## src/rtl/frame_plot_ctrl.sv

```systemverilog
// Sole framebuffer writer: muxes the background-clear sweep and single draw pixels
// onto one registered (x, y, colour, plot) port, re-aligning clear coordinates to RAM colour.
module frame_plot_ctrl #(
    parameter int unsigned XW      = 8,
    parameter int unsigned YW      = 8,
    parameter int unsigned COLW    = 12,
    parameter int unsigned XMAX    = 159,
    parameter int unsigned YMAX    = 119,
    parameter int unsigned CLR_LAT = 1
) (
    input  logic            clk,
    input  logic            reset,

    input  logic            clear_req,
    output logic            clear_busy,
    output logic            frame_done,

    output logic            ClearLock,
    input  logic [XW-1:0]   ClearX,
    input  logic [YW-1:0]   ClearY,
    input  logic [COLW-1:0] ClearColor,

    input  logic            draw_valid,
    output logic            draw_ready,
    input  logic [XW-1:0]   draw_x,
    input  logic [YW-1:0]   draw_y,
    input  logic [COLW-1:0] draw_color,

    output logic [XW-1:0]   x,
    output logic [YW-1:0]   y,
    output logic [COLW-1:0] colour,
    output logic            plot,
    output logic            oob_err
);

    localparam int unsigned   NPix      = (XMAX + 1) * (YMAX + 1);
    localparam int unsigned   CW        = $clog2(NPix);
    localparam logic [CW-1:0] PixLast   = CW'(NPix - 1);
    localparam int unsigned   FW        = (CLR_LAT > 1) ? $clog2(CLR_LAT) : 1;
    localparam logic [FW-1:0] FlushLast = FW'(CLR_LAT - 1);
    localparam logic [XW-1:0] XLim      = XW'(XMAX);
    localparam logic [YW-1:0] YLim      = YW'(YMAX);

    typedef enum logic [1:0] {StIdle, StClear, StFlush} state_e;

    state_e        state_q, state_d;
    logic [CW-1:0] pix_cnt_q, pix_cnt_d;
    logic [FW-1:0] flush_cnt_q, flush_cnt_d;
    logic          done_d;

    // Coordinate delay line; entry CLR_LAT-1 lines up with ClearColor.
    logic [XW-1:0] dl_x [CLR_LAT];
    logic [YW-1:0] dl_y [CLR_LAT];
    logic          dl_v [CLR_LAT];

    logic accept;
    logic in_range;

    assign ClearLock  = (state_q == StClear);
    assign clear_busy = (state_q != StIdle);
    assign draw_ready = (state_q == StIdle) && !clear_req;
    assign accept     = draw_valid && draw_ready;
    assign in_range   = (draw_x <= XLim) && (draw_y <= YLim);

    always_comb begin
        state_d     = state_q;
        pix_cnt_d   = pix_cnt_q;
        flush_cnt_d = flush_cnt_q;
        done_d      = 1'b0;
        unique case (state_q)
            StIdle: begin
                if (clear_req) begin
                    state_d   = StClear;
                    pix_cnt_d = '0;
                end
            end
            StClear: begin
                pix_cnt_d = pix_cnt_q + CW'(1);
                if (pix_cnt_q == PixLast) begin
                    state_d     = StFlush;
                    pix_cnt_d   = '0;
                    flush_cnt_d = '0;
                end
            end
            StFlush: begin
                if (flush_cnt_q == FlushLast) begin
                    state_d = StIdle;
                    done_d  = 1'b1;
                end else begin
                    flush_cnt_d = flush_cnt_q + FW'(1);
                end
            end
            default: state_d = StIdle;
        endcase
    end

    always_ff @(posedge clk) begin
        if (reset) begin
            state_q     <= StIdle;
            pix_cnt_q   <= '0;
            flush_cnt_q <= '0;
            frame_done  <= 1'b0;
        end else begin
            state_q     <= state_d;
            pix_cnt_q   <= pix_cnt_d;
            flush_cnt_q <= flush_cnt_d;
            frame_done  <= done_d;
        end
    end

    always_ff @(posedge clk) begin
        if (reset) begin
            for (int i = 0; i < int'(CLR_LAT); i++) begin
                dl_x[i] <= '0;
                dl_y[i] <= '0;
                dl_v[i] <= 1'b0;
            end
        end else begin
            dl_x[0] <= ClearX;
            dl_y[0] <= ClearY;
            dl_v[0] <= ClearLock;
            for (int i = 1; i < int'(CLR_LAT); i++) begin
                dl_x[i] <= dl_x[i-1];
                dl_y[i] <= dl_y[i-1];
                dl_v[i] <= dl_v[i-1];
            end
        end
    end

    // Draw pixels are only accepted in idle, when the delay line is already empty.
    always_ff @(posedge clk) begin
        if (reset) begin
            x       <= '0;
            y       <= '0;
            colour  <= '0;
            plot    <= 1'b0;
            oob_err <= 1'b0;
        end else begin
            if (dl_v[CLR_LAT-1]) begin
                x      <= dl_x[CLR_LAT-1];
                y      <= dl_y[CLR_LAT-1];
                colour <= ClearColor;
                plot   <= 1'b1;
            end else if (accept) begin
                x      <= draw_x;
                y      <= draw_y;
                colour <= draw_color;
                plot   <= in_range;
            end else begin
                plot   <= 1'b0;
            end
            if (accept && !in_range) begin
                oob_err <= 1'b1;
            end
        end
    end

endmodule
```

## config.mk

```make
export PLATFORM = sky130hd
export DESIGN_NAME = frame_plot_ctrl
export DESIGN_NICKNAME = d
export VERILOG_FILES = /design/src/rtl/frame_plot_ctrl.sv
export SDC_FILE = /design/constraint.sdc
export NUM_CORES = 1
export LEC_CHECK = 0
export BUFFER_PORTS_ARGS = -buffer_cell sky130_fd_sc_hd__buf_4
export CAP_MARGIN = 30
export CORE_AREA = 4 4 66 113
export CTS_CLUSTER_DIAMETER = 30
export CTS_CLUSTER_SIZE = 40
export DETAILED_ROUTE_END_ITERATION = 7
export DIE_AREA = 0 0 70 117
export GPL_ROUTABILITY_DRIVEN = 0
export PLACE_DENSITY = 0.81
export SLEW_MARGIN = 20
export SYNTH_ARGS = -nofsm -noshare
export SYNTH_HDL_FRONTEND = slang
export SYNTH_SLANG_ARGS = --single-unit
```

## constraint.sdc

```tcl
create_clock -name clk -period 1.8 [get_ports clk]
set_input_delay 0.18 -clock clk [delete_from_list [all_inputs] [get_ports clk]]
set_output_delay 0.18 -clock clk [all_outputs]
set_load 0.1 [all_outputs]
```

After elaboration in Yosys (flattened, before gate mapping)
Memories as Yosys holds them, arrays and structs flattened.
Index checks and enable logic that the tools add are counted.
{"block": "classes", "add_sub_neg": 2, "n_lt_le_gt_ge": 2, "bitwise": 1, "eq_ne": 6, "reduce_logical": 18, "mux": 28}
{"operator": "2-to-1 mux 8 bit", "count": 6}
{"operator": "2-to-1 mux 15 bit", "count": 2}
{"operator": "one-hot mux 15 bit (2 select lines)", "count": 1}
{"operator": "2-to-1 mux 12 bit", "count": 2}
{"operator": "OR reduction 8 bit", "count": 2}
{"operator": "adder 15 x 1 -> 15 bit (second input constant)", "count": 1}
{"operator": "equality test 15 bit (second input constant)", "count": 1}
{"operator": "2-to-1 mux 1 bit", "count": 12}
{"operator": "<= comparator 8 x 7 -> 1 bit (second input constant)", "count": 1}
{"operator": "<= comparator 8 bit (second input constant)", "count": 1}
{"operator": "nonzero test 2 bit", "count": 4}
{"operator": "2-to-1 mux 2 bit", "count": 3}
{"operator": "one-hot mux 2 bit (3 select lines)", "count": 1}
{"operator": "logical AND 1 bit", "count": 4}
{"operator": "!= test 2 bit (second input constant)", "count": 2}
{"operator": "AND reduction 2 bit", "count": 2}
{"operator": "AND reduction 3 bit", "count": 1}
{"operator": "equality test 2 x 1 -> 1 bit (second input constant)", "count": 1}
{"operator": "equality test 2 bit (second input constant)", "count": 1}
{"operator": "zero test 1 bit", "count": 2}
{"operator": "zero test 2 bit", "count": 1}
{"operator": "!= test 2 x 1 -> 1 bit (second input constant)", "count": 1}
{"operator": "one-hot mux 1 bit (2 select lines)", "count": 1}
{"operator": "OR reduction 2 bit", "count": 1}
{"operator": "3 further kinds", "count": 3}
{"block": "word_totals", "memories": 3, "wordCells": 69, "ff_bits": 49, "output_inout_bits": 34, "mem_bits_rw": 17, "in_bits": 60}
{"name": "dl_x", "words": 1, "word_bits": 8, "read_ports": 1, "rd_ports_with_merged_regs": 0, "write_ports": 1, "line": "52", "source": "logic [XW-1:0] dl_x [CLR_LAT];"}
{"name": "dl_y", "words": 1, "word_bits": 8, "read_ports": 1, "rd_ports_with_merged_regs": 0, "write_ports": 1, "line": "53", "source": "logic [YW-1:0] dl_y [CLR_LAT];"}
{"name": "dl_v", "words": 1, "word_bits": 1, "read_ports": 1, "rd_ports_with_merged_regs": 0, "write_ports": 1, "line": "54", "source": "logic dl_v [CLR_LAT];"}

Logic depth before layout (Yosys ltp)
Gate-level depths: netlist (run 1).
{"block": "logic_depth", "ltp_word": 5, "mapped_depth": 6}

Worst setup path after synthesis (run 1)
No wires, ideal clock.
{"block": "synth_timing", "path_kind": "reg2out", "startpoint": "register state_q[0]", "endpoint": "output port draw_ready", "stages_incl_launch_ff": 5, "arrival_time_ns": 2.353, "setup_slack_ns": -0.733, "path_cell_list": "dfxtp_1 > buf_2 > nor2_1 > inv_1 > nor2_1"}
{"block": "synth_via", "elab_chain_cells": 2}
{"item": "start: declaration", "line": "46", "source": "state_e state_q, state_d;"}
{"item": "start signal: assignment", "line": "99", "source": "state_q <= StIdle;"}
{"item": "start signal: assignment", "line": "104", "source": "state_q <= state_d;"}
{"item": "zero test 2 bit", "line": "61", "source": "assign draw_ready = (state_q == StIdle) && !clear_req;"}
{"item": "logical AND 1 bit", "line": "61"}
{"item": "end: declaration", "line": "24", "source": "output logic draw_ready,"}
No other way between the ends.

Final worst setup path (run 1)
{"block": "layout_timing", "startpoint": "register pix_cnt_q[12]", "endpoint": "register pix_cnt_q[10]"}
{"block": "layout_via", "elab_chain_cells": 3}
{"item": "start: declaration", "line": "47", "source": "logic [CW-1:0] pix_cnt_q, pix_cnt_d;"}
{"item": "start signal: assignment", "line": "105", "source": "pix_cnt_q <= pix_cnt_d;"}
{"item": "equality test 15 bit", "line": "79", "source": "if (pix_cnt_q == PixLast) begin"}
{"item": "2-to-1 mux 15 bit", "line": "79"}
{"item": "one-hot mux 15 bit (2 select lines)", "line": "70", "source": "unique case (state_q)"}
No other way between the ends.
A chain may end at the register's enable or synchronous reset.

==> results of run 1 <==
## through the flow
stage | instances | hold WS, ns
after floorplan | 277 | 0.308
after global placement | 447 | 0.392
after detailed placement | 447 | 0.395
after CTS | 464 | 0.0563
after global routing | 466 | 0.0668
final | 466 | 0.0672
## placed cells by master, fill, tap and decap left out, types with 2 or more instances in the layout
| cell type | instances |
|---|---|
| sky130_fd_sc_hd__nand3_1 | 4 |
| sky130_fd_sc_hd__nor3_1 | 4 |
| sky130_fd_sc_hd__buf_12 | 2 |
| sky130_fd_sc_hd__o21ai_0 | 5 |
| sky130_fd_sc_hd__mux2i_1 | 24 |
| sky130_fd_sc_hd__dfxtp_2 | 4 |
| sky130_fd_sc_hd__nor2_1 | 43 |
| sky130_fd_sc_hd__nand2_1 | 16 |
| sky130_fd_sc_hd__clkbuf_16 | 9 |
| sky130_fd_sc_hd__xnor2_1 | 8 |
| sky130_fd_sc_hd__dfxtp_1 | 60 |
| sky130_fd_sc_hd__a21oi_1 | 6 |
| sky130_fd_sc_hd__nand3b_1 | 2 |
| sky130_fd_sc_hd__nand4_1 | 6 |
| sky130_fd_sc_hd__nor4_1 | 5 |
| sky130_fd_sc_hd__buf_4 | 104 |
| sky130_fd_sc_hd__nor2b_1 | 16 |
| sky130_fd_sc_hd__clkinv_4 | 2 |
| sky130_fd_sc_hd__mux2_2 | 3 |
| sky130_fd_sc_hd__or4_4 | 2 |
| sky130_fd_sc_hd__inv_1 | 5 |
| sky130_fd_sc_hd__a22oi_1 | 4 |
| sky130_fd_sc_hd__bufinv_16 | 3 |
| sky130_fd_sc_hd__a211oi_1 | 24 |
## metal layers
layer,routed length [um],up-vias,part of all wire,global-route usage
li1,-,1187,-,-
met4,196,0,0.028,0.0767
met3,398,16,0.058,0.0462
met1,2730,1081,0.40,0.188
met5,0,-,0,0
met2,3580,85,0.52,0.298
## power groups by stage
| stage | clock network, mW | logic, mW | registers (mW) |
|---|---|---|---|
| finish | 2.01 | 0.883 | 1.56 |
| global route | 2.12 | 0.922 | 1.57 |
| CTS | 2.05 | 0.886 | 1.56 |
| detailed placement | 0 | 0.882 | 1.59 |
| global placement | 0 | 0.872 | 1.59 |
| floorplan | 0 | 0.240 | 1.97 |
## layout make-up
class,instances,area [um^2]
clock buffers,10,239
clock inverters,6,115
fillers,579,2640
inverters,6,22.5
multi-input cells,191,1280
flip-flops and latches,65,1310
well taps,82,103
repair buffers,106,821
## kinds of logic (layout without fill, tap and decap cells)
| family | Yosys count | after routing | synth area share |
|---|---|---|---|
| and+or+nand+nor | 107 | 108 | 0.204 |
| DFF | 65 | 65 | 0.492 |
| AOI/OAI and AO/OA | 45 | 45 | 0.122 |
| muxes | 28 | 28 | 0.108 |
| buffers and inverters | 22 | 128 | 0.0397 |
| xor gates and xnor gates | 9 | 9 | 0.0298 |
| adders and majority gates | 1 | 1 | 0.00473 |
## synthesized netlist by cell type, drive strengths merged (2+ instances only)
library cell  number  share of area
buf                6          0.013
a211oi            24          0.068
mux2i             24          0.091
nor3               4         0.0076
o21ai              5         0.0095
or4                2         0.0071
a21oi              7          0.017
mux2               4          0.017
nand4              7          0.019
nor4               5          0.012
nand2             16          0.023
clkbuf            10          0.018
inv                6         0.0085
dfxtp             65           0.49
nand3              4         0.0076
nor2              44          0.062
a22oi              4          0.011
or3                2         0.0047
nand3b             2         0.0057
nor2b             16          0.038
xnor2              8          0.026
## how the worst min path moves through the flow
stage / endpoint / slack [ns] / depth (start not counted)
CTS: dl_x[0][0] / 0.06 / 2
detailed placement: dl_y[0][6] / 0.40 / 2
finish: dl_x[0][0] / 0.07 / 2
global placement: dl_y[0][1] / 0.39 / 2
floorplan: dl_x[0][0] / 0.31 / 1
global route: dl_x[0][3] / 0.07 / 2
## timing repair
action,in CTS,in global routing
cloned,1,0
pin swaps,2,5
buffers inserted,0,2
resized for setup,1,9
endpoints found under the setup margin,8,13
endpoints found under the hold margin,0,0
## flip-flops by register name, summed over array words and instances, names as in the netlist, 2 cells and up
name	flops
colour	12
dl_x	8
dl_y	8
pix_cnt_q	15
state_q	2
x	8
y	8
## worst register-to-register path, delay by kind of cell, from the launching register on
family | cells | cell delay (ns)
DFF | 1 | 0.33
and+or+nand+nor | 3 | 1.03
AOI/OAI and AO/OA | 1 | 0.27
==> results by group, run 1 <==
Setup path
  – Library cell contributing the largest single delay on the critical path: sky130_fd_sc_hd__or4_4
  – Reg-to-reg critical path startpoint: pix_cnt_q[12]
  – Count of buffer and inverter cells on the critical path: 0
  – Timing startpoint of the critical path: pix_cnt_q[12]
  – Internal reg-to-reg setup slack: roughly 0.053 ns
  – Max FO, Critical Path: 8
  – Cell family with most CP delay: simple AND/OR/NAND/NOR gates
  – Slowest Stage Delay on Critical Path: 0.55 ns
  – Ordered cell list for the critical path: or3_4 > or4_4 > a21oi_4 > nor2_1
  – Cell count of the worst reg-to-reg path: 4
  – Kind of end point of the critical path: flip-flop
  – Arrival time of data at the critical path endpoint: between 1.5 and 2 ns
  – Timing endpoint of the critical path: pix_cnt_q[10]
  – Path length in cells of the critical path: 4
  – Worst reg2reg endpoint: pix_cnt_q[10]
  – Worst setup path class: flip-flop to flip-flop
  – Required time of the critical path: about 2 ns
  – CP Launch Type: flip-flop

STA
  – Number of hold violations in the final report: 0
  – Worst slew margin relative to its limit: 0.518
  – Setup repair after global routing missed its margin: false
  – Slew of the pin with the lowest slew margin: 0.721 ns
  – Aggregate negative setup slack: 0 ns
  – Final worst-path setup slack: 0.0527 ns
  – Setup violation total in the final timing report: 0
  – Max frequency: between 0.5 and 0.6 GHz
  – Number of slew-limit violations in the final report: 0
  – Worst setup skew after layout: 0.00845 ns
  – Final critical path time including I/O delays and setup: 1.75 ns
  – Crit share post-route: 0.971

Pwr
  – Power density over cell area: 1140 nW/um^2
  – Power Internal: 3.18 mW
  – Proportion of power drawn by the clock network: 0.451
  – Post-layout power: roughly 4.4 mW
  – Worst ir drop on vdd: 0.000605 V
  – Reported net switching power: 1.27 mW
  – Static leakage power: 1.61 nW
  – Comb power frac: 0.198
  – Share of total power consumed by net switching: 0.285
  – Part of the total power dissipated in sequential elements: 0.350

Run
  – Max-cap violations: 0

Logic synthesis
  – Post-synth EDFFs: 0
  – Count of warnings emitted by yosys: 0
  – Share of flip-flops with an asynchronous set or reset after synthesis: 0
  – Synthesized netlist cell count: 277
  – Most used DFF post-synth: sky130_fd_sc_hd__dfxtp_1
  – Number of library cell types mapped by synthesis: 41
  – Number of storage elements in the synthesis netlist: 65
  – Post-synthesis area per instance: 9.55 um^2
  – Post-synth design cell area: 2650 um^2
  – Nets in the synthesized netlist: about 340
  – Seq/Total Area, Yosys: 0.492

Global route
  – Number of global-route vias before repair: between 2k and 2.5k
  – Total global routing overflow: 0
  – Pin count of the biggest net entering global routing: 50
  – GRT Total Usage: 0.168
  – Number of antenna violations at the first check in global routing: 0
  – First-pass GRT wire length: 10.9 mm

Clock tree
  – Clock Path Buffers: 2
  – Cell at the root of the clock tree: sky130_fd_sc_hd__clkbuf_16
  – Number of sinks handled by clock tree synthesis: 65
  – Clock tree from TritonCTS: done
  – Cts hold-fix bufs: 0
  – CTS H-tree lvls: 3
  – Clock Pin Slew Worst Setup and Hold Paths: 0.05 ns
  – Cts bufs inserted: 9
  – Clock Latency Late Sink: 0.32 ns

Finish
  – Total inserted antenna cells: 0
  – Layout Nets: 440
  – Utilization after layout: 0.596
  – Layout Cell Area excl Fill: 3890 um^2
  – Area Overhead vs Synth: 47.2%
  – Proportion of layout cells with a drive suffix above 1: 0.367

Floorplan
  – Die Y: ~120 um
  – Effective utilization at floorplan: 0.405
  – Area of the core region: 6540 um^2
  – Die width: 70 um
  – Count of pins on the block boundary: 94
  – Floorplan row count: 39
  – Die Area: 8190 um^2

Min path
  – Hold path startpoint: ClearX[0]
  – Classification of the worst-slack hold path: input pin to flip-flop

Placement
  – Number of port buffers: between 90 and 100
  – Pre-CTS setup slack: -0.0340 ns
  – HPWL after detailed placement: between 4 and 5 mm
  – Post-DP Area: between 3000 and 4000 um^2

Drt
  – Number of antenna-violating nets in the routed design: 0
  – Via density per instance: around 5.1
  – Avg WL per Cell: 14.8 um
  – Via total after detailed routing: 2369
  – Total DRC errors in the routed layout: 0
  – Drt first pass iters: 4
  – Detailed Route WL: 6.90 mm
  – Initial DRC Count: 125

Outcome
  – Result of the run: complete, no violations
(Power assumes the default switching activity.)
==> run 2: changes to the inputs <==
--- a/config.mk
+++ b/config.mk
@@ -13,7 +13,7 @@
 export DETAILED_ROUTE_END_ITERATION = 7
 export DIE_AREA = 0 0 70 117
 export GPL_ROUTABILITY_DRIVEN = 0
-export PLACE_DENSITY = 0.81
+export PLACE_DENSITY = 0.77
 export SLEW_MARGIN = 20
 export SYNTH_ARGS = -nofsm -noshare
 export SYNTH_HDL_FRONTEND = slang
==> run 2 against run 1 <==
The flow now finishes with violations (setup timing). Combinational power shrank 0.6%. Non-clock buffer count did not move. Die area stayed put. Critical endpoint is now pix_cnt_q[8]. Largest power group unchanged.
==> results by group, run 2 (synthesis gave the netlist of run 1 again) <==
Floorplan
  – Die width: 70 um (unchanged)
  – Die Y: 117 um (unchanged)
  – Die Area: 8190 um^2 (unchanged)
  – Effective utilization at floorplan: 0.405 (unchanged)
  – Count of pins on the block boundary: 94 (unchanged)
  – Floorplan row count: 39 (unchanged)
  – Area of the core region: 6540 um^2 (unchanged)

Setup path
  – Required time of the critical path: 2.00 ns (about the same)
  – Kind of end point of the critical path: flip-flop
  – Arrival time of data at the critical path endpoint: 2.03 ns (+0.08 ns)
  – Max FO, Critical Path: 8 (unchanged)
  – Worst setup path class: flip-flop to flip-flop
  – CP Launch Type: flip-flop

Run
  – Max-cap violations: 0 (unchanged)

STA
  – Worst Hold Margin: 0.0674 ns (+0.000207 ns)
  – Number of slew-limit violations in the final report: 0 (unchanged)
  – Setup violation total in the final timing report: 6 (+6)
  – Max frequency: 0.546 GHz (-4.5%)
  – Slew of the pin with the lowest slew margin: 0.678 ns (-0.0434 ns)
  – Final critical path time including I/O delays and setup: 1.83 ns (+0.0830 ns)
  – Number of hold violations in the final report: 0 (unchanged)
  – Aggregate negative setup slack: -0.0746 ns (-0.0746 ns)
  – Crit share post-route: 1.02 (+0.0461)
  – Final worst-path setup slack: -0.0302 ns (-0.0830 ns)
  – Worst slew margin relative to its limit: 0.547 (+0.0290)
  – Worst setup skew after layout: 0.00387 ns (-0.00458 ns)
  – Setup repair after global routing missed its margin: true

Clock tree
  – Cell at the root of the clock tree: sky130_fd_sc_hd__clkbuf_16
  – CTS H-tree lvls: 3 (unchanged)
  – Number of sinks handled by clock tree synthesis: 65 (unchanged)
  – Clock Path Buffers: 2 (unchanged)
  – Clock tree from TritonCTS: done
  – Clock Latency Late Sink: 0.32 ns (about the same)
  – Cts bufs inserted: 9 (unchanged)
  – Clock Pin Slew Worst Setup and Hold Paths: 0.05 ns (about the same)
  – Cts hold-fix bufs: 0 (unchanged)

Placement
  – HPWL after detailed placement: 4.67 mm (-3.5%)
  – Number of port buffers: 93 (unchanged)
  – Pre-CTS setup slack: -0.0473 ns (-0.0133 ns)

Finish
  – Most flop-heavy register: pix_cnt_q
  – Utilization after layout: 0.581 (-0.0145)
  – Total inserted antenna cells: 0 (unchanged)
  – Storage cell area: 1310 um^2 (-0.19%)
  – Top Registers: pix_cnt_q: 15 flops, colour: 12 flops
  – Leading cell type in the layout, fill and taps excluded: sky130_fd_sc_hd__buf_4
  – Commonest non-fill, non-tap cells in the layout: sky130_fd_sc_hd__buf_4 (104), sky130_fd_sc_hd__dfxtp_1 (62), sky130_fd_sc_hd__nor2_1 (40)
  – Fill cell total of the finished layout: 615 (+6.2%)
  – Number of flip-flops in the largest register: 15 (unchanged)
  – Layout Nets: 439 (-0.23%)
  – Area Overhead vs Synth: 43.6%
  – Proportion of layout cells with a drive suffix above 1: 0.359 (-0.00855)
  – Total area of multi-input combinational cells: 1270 um^2 (-1.3%)

Drt
  – Initial DRC Count: 129 (+3.2%)
  – Number of antenna-violating nets in the routed design: 0 (unchanged)
  – Via density per instance: 5.04 (-0.84%)
  – Detailed Route WL: 6.66 mm (-3.5%)
  – Drt first pass iters: 4 (unchanged)
  – Via total after detailed routing: 2339 (-1.3%)
  – Total DRC errors in the routed layout: 0 (unchanged)
  – Avg WL per Cell: 14.4 um (-3.1%)

Global route
  – Pin count of the biggest net entering global routing: 54 (+8.0%)
  – Number of global-route vias before repair: 2323 (+0.17%)
  – Total global routing overflow: 0 (unchanged)
  – GRT Total Usage: 0.167 (-0.00138)
  – First-pass GRT wire length: 10.7 mm (-2.5%)
  – Number of antenna violations at the first check in global routing: 0 (unchanged)

Pwr
  – Worst ir drop on vdd: 0.000653 V (+8.0%)
  – Power density over cell area: 1070 nW/um^2 (-6.3%)
  – Static leakage power: 1.58 nW (-2.1%)
  – Post-layout power: 4.07 mW (-8.6%)

Outcome
  – Failing checks: setup timing
  – Result of the run: finished with violations

Min path
  – Classification of the worst-slack hold path: input pin to flip-flop
run 2: cell count changes in the layout (fill, tap and decap cells not counted), moves of 2 or more:
cell	before	now
sky130_fd_sc_hd__bufinv_16	3	1
sky130_fd_sc_hd__dfxtp_1	60	62
sky130_fd_sc_hd__dfxtp_2	4	2
sky130_fd_sc_hd__clkinv_2	0	3
sky130_fd_sc_hd__nor2_2	0	3
sky130_fd_sc_hd__clkinv_4	2	0
sky130_fd_sc_hd__clkbuf_1	0	2
sky130_fd_sc_hd__nor2_1	43	40
run 2: path summary, 6_finish.rpt:
check                      from  cells after the start  slack (ns)           end
setup / recovery  pix_cnt_q[12]                      4       -0.03  pix_cnt_q[8]
hold / removal        ClearX[4]                      2        0.07    dl_x[0][4]
setup reg to reg  pix_cnt_q[12]                      4       -0.03  pix_cnt_q[8]
hold reg to reg      dl_x[0][7]                      2        0.45          x[7]
run 2: area by class of cell:
type | instances | area share
Tap cell | 82 | 0.0270
Multi-Input combinational cell | 190 | 0.334
Sequential cell | 65 | 0.344
Clock inverter | 4 | 0.0119
Clock buffer | 11 | 0.0612
Inverter | 6 | 0.00593
Timing Repair Buffer | 106 | 0.216
run 2: stage by stage:
stage | std cells | area (um^2)
3_5_place_dp | 447 | 3490
4_1_cts | 463 | 3770
5_1_grt | 464 | 3800
3_3_place_gp | 447 | 3490
6_report | 464 | 3800
2_1_floorplan | 277 | 2650
run 2: power breakdown:
| group | internal (mW) | total [mW] | switching [mW] |
|---|---|---|---|
| registers | 1.52 | 1.56 | 0.0383 |
| clock network | 1.06 | 1.63 | 0.575 |
| logic | 0.264 | 0.878 | 0.614 |
| total | 2.84 | 4.07 | 1.23 |
run 2: worst max-delay path: stages (launching register included):
cell and delay [ns]:
sky130_fd_sc_hd__dfxtp_2 0.32, sky130_fd_sc_hd__or3_4 0.37, sky130_fd_sc_hd__or4_4 0.61, sky130_fd_sc_hd__a21oi_4 0.32, sky130_fd_sc_hd__nor2_1 0.08
run 2: timing repair:
| action | in CTS | in global routing |
|---|---|---|
| pin swaps | 3 | 11 |
| buffers inserted | 1 | 1 |
| resized for setup | 1 | 7 |
| endpoints found under the setup margin | 9 | 12 |
run 2: layer usage:
metal  vias to the layer above  global-route usage  routed length [um]
li1                       1176                   -                   -
met1                      1055               0.179                2650
met2                        96               0.292                3420
met3                        12              0.0615                 476
met4                         0              0.0754                 111
met5                         -                   0                   0
